$ cat src/rtl/mux4_pkg.sv
// ---------------------------------------------------------------------------
// mux4_pkg
// Shared constants and types for the mux4 lane selector and its sub-blocks.
//   N_LANES : number of selectable lanes packed into the input bus
//   SEL_W   : width of the lane select
//   sel_t   : lane select type
//   lane_e  : symbolic lane names
// ---------------------------------------------------------------------------
package mux4_pkg;

    localparam int N_LANES = 4;
    localparam int SEL_W   = 2;

    typedef logic [SEL_W-1:0] sel_t;

    typedef enum logic [SEL_W-1:0] {
        LANE0 = 2'd0,
        LANE1,
        LANE2,
        LANE3
    } lane_e;

endpackage

$ cat src/rtl/mux4_sel_core.sv
// ---------------------------------------------------------------------------
// mux4_sel_core
// Purely combinational 4-to-1 selector of WIDTH-bit lanes.
// Ports:
//   a_i   in  N_LANES*WIDTH  packed lanes, lane k = a_i[k*WIDTH +: WIDTH]
//   sel_i in  SEL_W          lane select, unsigned
//   y_o   out WIDTH          selected lane
// ---------------------------------------------------------------------------
module mux4_sel_core
    import mux4_pkg::*;
#(
    parameter int WIDTH = 1
) (
    input  logic [N_LANES*WIDTH-1:0] a_i,
    input  sel_t                     sel_i,
    output logic [WIDTH-1:0]         y_o
);

    logic [WIDTH-1:0] lanes [N_LANES];

    for (genvar k = 0; k < N_LANES; k++) begin : g_lane
        assign lanes[k] = a_i[k*WIDTH +: WIDTH];
    end

    // Array indexing rather than a case statement so an unknown select
    // propagates as X instead of silently picking a default lane.
    assign y_o = lanes[sel_i];

endmodule

$ cat src/rtl/mux4.sv
// ---------------------------------------------------------------------------
// mux4
// 4-to-1 lane selector with a combinational output for glue logic and a
// registered copy (valid flag, select-change pulse, optional parity) for
// pipelined consumers.
// Build option: define MUX4_PARITY_EN to build the registered parity bit;
// otherwise PAR is tied to 0.
// Ports:
//   clk     in  1          rising-edge clock
//   rst_n   in  1          synchronous active-low reset
//   A       in  4*WIDTH    packed lanes, lane k = A[k*WIDTH +: WIDTH]
//   SEL     in  2          lane select
//   EN      in  1          capture enable for the registered path
//   OUT     out WIDTH      combinational selected lane
//   OUT_Q   out WIDTH      registered selected lane
//   OUT_VLD out 1          OUT_Q holds a captured value
//   SEL_CHG out 1          one-cycle pulse: captured SEL differs from previous
//   PAR     out 1          even parity of OUT_Q (0 when parity not built)
// ---------------------------------------------------------------------------
module mux4
    import mux4_pkg::*;
#(
    parameter int WIDTH = 1
) (
    input  logic                     clk,
    input  logic                     rst_n,
    input  logic [N_LANES*WIDTH-1:0] A,
    input  sel_t                     SEL,
    input  logic                     EN,
    output logic [WIDTH-1:0]         OUT,
    output logic [WIDTH-1:0]         OUT_Q,
    output logic                     OUT_VLD,
    output logic                     SEL_CHG,
    output logic                     PAR
);

    logic [WIDTH-1:0] out_q, out_d;
    logic             vld_q, vld_d;
    logic             chg_q, chg_d;
    sel_t             sel_q, sel_d;

    mux4_sel_core #(
        .WIDTH (WIDTH)
    ) u_sel_core (
        .a_i   (A),
        .sel_i (SEL),
        .y_o   (OUT)
    );

    // Next-state for the capture path. Everything holds when EN is low
    // except the change flag, which must fall back to 0 so it stays a pulse.
    // The change flag is gated by the old valid flag so the first capture
    // after reset never compares against the reset value of sel_q.
    always_comb begin
        out_d = out_q;
        vld_d = vld_q;
        sel_d = sel_q;
        chg_d = 1'b0;
        if (EN) begin
            out_d = OUT;
            vld_d = 1'b1;
            chg_d = vld_q && (SEL != sel_q);
            sel_d = SEL;
        end
    end

    // Capture registers; reset takes priority over EN.
    always_ff @(posedge clk) begin
        if (!rst_n) begin
            out_q <= '0;
            vld_q <= 1'b0;
            chg_q <= 1'b0;
            sel_q <= LANE0;
        end else begin
            out_q <= out_d;
            vld_q <= vld_d;
            chg_q <= chg_d;
            sel_q <= sel_d;
        end
    end

    assign OUT_Q   = out_q;
    assign OUT_VLD = vld_q;
    assign SEL_CHG = chg_q;

`ifdef MUX4_PARITY_EN
    logic par_q, par_d;

    // Parity is taken from the same value being captured into OUT_Q so the
    // two can never disagree.
    always_comb begin
        par_d = par_q;
        if (EN) begin
            par_d = ^OUT;
        end
    end

    // Parity register, cleared with the rest of the capture path.
    always_ff @(posedge clk) begin
        if (!rst_n) begin
            par_q <= 1'b0;
        end else begin
            par_q <= par_d;
        end
    end

    assign PAR = par_q;
`else
    assign PAR = 1'b0;
`endif

endmodule

$ cat config.mk
export PLATFORM = sky130hd
export DESIGN_NAME = mux4
export DESIGN_NICKNAME = d
export VERILOG_FILES = /design/src/rtl/mux4_pkg.sv /design/src/rtl/mux4_sel_core.sv /design/src/rtl/mux4.sv
export SDC_FILE = /design/constraint.sdc
export NUM_CORES = 1
export LEC_CHECK = 0
export BUFFER_PORTS_ARGS = -buffer_cell sky130_fd_sc_hd__buf_2
export CAP_MARGIN = 30
export CORE_AREA = 2 2 39 41
export DETAILED_ROUTE_END_ITERATION = 8
export DIE_AREA = 0 0 41 43
export SYNTH_ARGS = -nofsm -noshare
export SYNTH_HDL_FRONTEND = slang
export SYNTH_SLANG_ARGS = --single-unit
$ cat constraint.sdc
create_clock -name clk -period 0.8 [get_ports clk]
set_input_delay 0.16 -clock clk [delete_from_list [all_inputs] [get_ports clk]]
set_output_delay 0.16 -clock clk [all_outputs]
set_load 0.005 [all_outputs]
Word level (Yosys, flattened, before mapping). Index checks and enable logic that the tools add are counted.

Register bits after elaboration: 5. Output and inout bits: 5.

$lt $le $gt $ge: 1. Eq/ne operators: 1. Muxes and demuxes: 3. Bitwise gates (word level): 1. Reductions and logical operators: 2.

Operator list (count): 3-bit greater-or-equal comparator (second input constant) (1); 2-bit NOT with 3-bit output (1); 1-bit binary-select mux with 2-bit select (1); 1-bit two-way mux (2); 2-bit != test (1); 2-bit AND reduction (1); 1-bit logical AND (1).

Logic depth before layout (Yosys ltp).
Word-level depth: 4. Gate-level depth with buffers: 3.

Cells and area by module. Synthesis repeated with hierarchy kept, for this count alone.

Cell total of the unflattened synthesis: 20. Area total of the unflattened synthesis: 229.0 um^2.

Modules (own cells, without submodules): mux4 (instances 1, cells an instance 19, area each 206.4 um^2); mux4_sel_core (instances 1, cells an instance 1, area each 22.5 um^2).

Worst setup path before layout. OpenSTA, ideal clock, no wires.

Path type: input-to-reg. From: input port EN. To: register sel_q[0]. Arrival time: 0.529 ns. Data required time: 0.684 ns. Slack: 0.155 ns. Cell stages on the path: 3. Buffers on the path: 1. Path through: buf_2 -> mux2i_1 -> nor2b_1.

RTL lines: from (decl) (line mux4.sv:29) `input logic EN,`; to (signal assigned) (line mux4.sv:78) `sel_q <= sel_d;`; to (decl) (line mux4.sv:40) `sel_t sel_q, sel_d;`.

Worst setup path after layout.
From: input port SEL[0]. To: output port OUT.

Word-level cells in the longest chain between the ends: 4.

Ends and longest elaborated chain: from (decl) (line mux4.sv:28) `input sel_t SEL,`; 2-bit NOT with 3-bit output (not written as such) (line mux4_sel_core.sv:27) `assign y_o = lanes[sel_i];`; 1-bit binary-select mux with 2-bit select (line mux4_sel_core.sv:27); 1-bit two-way mux (not written as such) (2 in series) (line mux4_sel_core.sv:27); to (decl) (line mux4.sv:30) `output logic [WIDTH-1:0] OUT,`.

No other way between the ends. The select of a mux whose other input is x is not followed.

==> impl_metrics.csv <==
group,metric,value,unit
sta,fin_ws,-0.04518,ns
final_layout,insertedDiodeCount,0,
synthesis,syn_area,242.7,sq um
power_and_ir_drop,vdd_drop_max,0.9900,mV
floorplan,rows,14,
synthesis,yosys-top-cells-count,"dfxtp_1 (5), mux2i_1 (5)",
setup_path,path_class,"input pin to primary output",
run,max_cap_viol_count,0,
routing,drtIter0Drc,0,
synthesis,netlist_top_cells_area,"dfxtp_1 (41%), mux2i_1 (21%), xnor2_1 (7.2%)",
final_layout,final_cells,59,
setup_path,cp.arrival,0.69,ns
global_route,overflow,0,
synthesis,ys_seq_area_frac,0.4124,
setup_path,slowest_stage,"mux2i_2",
global_route,grt_max_degree,8,
synthesis,synthArstFlopShare,0,
power_and_ir_drop,seq_power_share,0.397,
power_and_ir_drop,clkPwrFrac,0.410,
sta,setup_viol,3,
sta,period_share,1.056,
routing,final_antenna_net_count,0,
status,outcome,"finished, violations left",
clocking,path_clk_slew,0.04,ns
sta,holdWs,0.2009,ns
placed_design,dpl.cell_count,52,
synthesis,synth-edff-count,0,
floorplan,initial_utilization,0.1754,
global_route,grt_pass1_vias,216,
routing,drtPass1Iterations,1,
final_layout,nets,53,
power_and_ir_drop,p_switching,0.1541,mW
synthesis,syn-num-nets,33,
min_path,hold_path.class,"input pin to flip-flop",
placed_design,pre_cts_slack,-0.09469,ns
setup_path,cpPeakStageDelay,0.22,ns
floorplan,ios,14,
power_and_ir_drop,sw_frac_of_total,0.2228,
clocking,cts-buffers-inserted,3,
final_layout,syn2layout_area_growth,62.37,%
setup_path,critical_path.max_fanout,3,
setup_path,cp.required,0.64,ns
clocking,cts_max_level,1,
sta,post-route-min-period,0.8452,ns
synthesis,yosysTopAreaCell,"dfxtp_1",
setup_path,endpoint_kind,"primary output",
floorplan,fp.dieArea,1763,sq um
power_and_ir_drop,p_comb_frac,0.193,
global_route,track_usage,0.06827,
power_and_ir_drop,p_int,0.5375,mW
synthesis,ys.flop_type,"dfxtp_1",
routing,wire_per_inst,8.441,um
setup_path,worst-path-buf-inv,2,
setup_path,worstPathCellList,"buf_8 -> mux2i_2 -> mux2i_1 -> buf_2",
synthesis,synth_top_area_frac,0.4124,
placed_design,globalplace.congestion,0.6167,
floorplan,core-area,1384,sq um
sta,finalSetupTns,-0.08244,ns
sta,final_hold_viol_count,0,
clocking,cts_buffer_depth,2,
sta,max_freq,1183,MHz
power_and_ir_drop,leakagePower,0.1822,nW
clocking,clkLatencyLatePin,0.23,ns
setup_path,setup.worst_path.start_class,"input pin",
synthesis,avgSynthCellArea,10.11,sq um
placed_design,dp.final_hpwl,371.2,um
global_route,antenna_found_initial,0,
routing,vias,231,
placed_design,port_buffers,12,
status,violations,"negative setup slack",
setup_path,path_delay_family,"multiplexers",
clocking,cts_tree,"done",
routing,drc,0,
clocking,cts_hold_buf,0,
global_route,grt_pass1_wl,821,um
floorplan,die_x,41,um
sta,fin_skew,0.0004078,ns
sta,slew_violations,0,
power_and_ir_drop,p_per_area,1755,nW/um^2
routing,wl,498,um
clocking,root_buffer,"clkbuf_4",
routing,vias_per_cell,3.915,
synthesis,ys_ff_latch,5,
synthesis,netlist_instances,24,
power_and_ir_drop,p_total,0.6915,mW
sta,rsz0062_at_grt,"yes",
final_layout,drive_above_1_share,0.5581,
clocking,cts.sinks,5,
synthesis,ys.warnings.count,0,
synthesis,synth_cell_types,12,
floorplan,dieHeight,43,um
## through the flow
stage               area (sq um)  utilization
detailed placement         325.3       0.2351
floorplan                  242.7            -
CTS                        386.6       0.2794
global route               394.1       0.2848
finish                     394.1       0.2848
global placement           325.3       0.2351
## registers in the layout, indices dropped and copies added (netlist names)
| register | count |
|---|---|
| sel_q | 2 |
| OUT_VLD | 1 |
| OUT_Q | 1 |
| SEL_CHG | 1 |
## metal layers
layer,global-route usage,vias to the layer above,share of wire
li1,-,121,-
met1,0.08360,104,0.46
met2,0.09375,6,0.49
met3,0.04712,0,0.050
met4,0.02000,0,0
met5,0,-,0
## layout by cell type (no fill, tap or decap)
cell type / count
o21a_1: 1
mux2i_1: 3
xnor2_1: 2
nor2b_1: 2
mux2i_2: 2
dfxtp_2: 2
nand3_1: 2
conb_1: 1
clkbuf_4: 3
buf_8: 1
clkbuf_1: 1
nand3b_1: 2
buf_2: 11
a21oi_1: 1
buf_4: 5
dfxtp_1: 3
o221ai_1: 1
## path summary, 6_finish.rpt
path	start	end	slack [ns]	cells after the start
worst max-delay path	SEL[0]	OUT	-0.05	4
worst min-delay path	rst_n	OUT_VLD	0.20	2
worst max register to register	OUT_VLD	OUT_VLD	0.10	2
worst min register to register	OUT_Q	OUT_Q	0.48	2
## worst reg2reg max path: cells and delay by family (launching register included)
kind | cells | cell delay, ns
buffers and inverters | 1 | 0.12
DFF | 1 | 0.31
AOI/OAI and AO/OA | 1 | 0.15
## logic make-up after synthesis
group                     share of synthesized area
AOI/OAI and AO/OA                           0.08763
xor gates and xnor gates                    0.07218
buffers and inverters                       0.05154
DFF                                          0.4124
muxes                                        0.2062
other                                       0.01545
and+or+nand+nor                              0.1546
## layout make-up
type	count	area, sq um
Multi-Input combinational cell	17	137.6
Timing Repair Buffer	17	107.6
Tap cell	16	20.02
Sequential cell	5	102.6
Clock buffer	4	26.28
Fill cell	150	989.7
## power by group through the flow
stage | registers [mW] | logic, mW | clock network [mW]
after global placement | 0.278 | 0.103 | 0
after CTS | 0.275 | 0.127 | 0.298
final | 0.275 | 0.133 | 0.283
after global routing | 0.276 | 0.146 | 0.313
after detailed placement | 0.278 | 0.105 | 0
after floorplan | 0.279 | 0.0528 | 0
## timing repair
item                                    in CTS  in global routing
pin swaps                                    0                  0
resized for setup                            5                  2
endpoints found under the setup margin       4                  5
endpoints found under the hold margin        0                  0
setup buffers                                3                  0
Power figures use the tool's default switching activity.
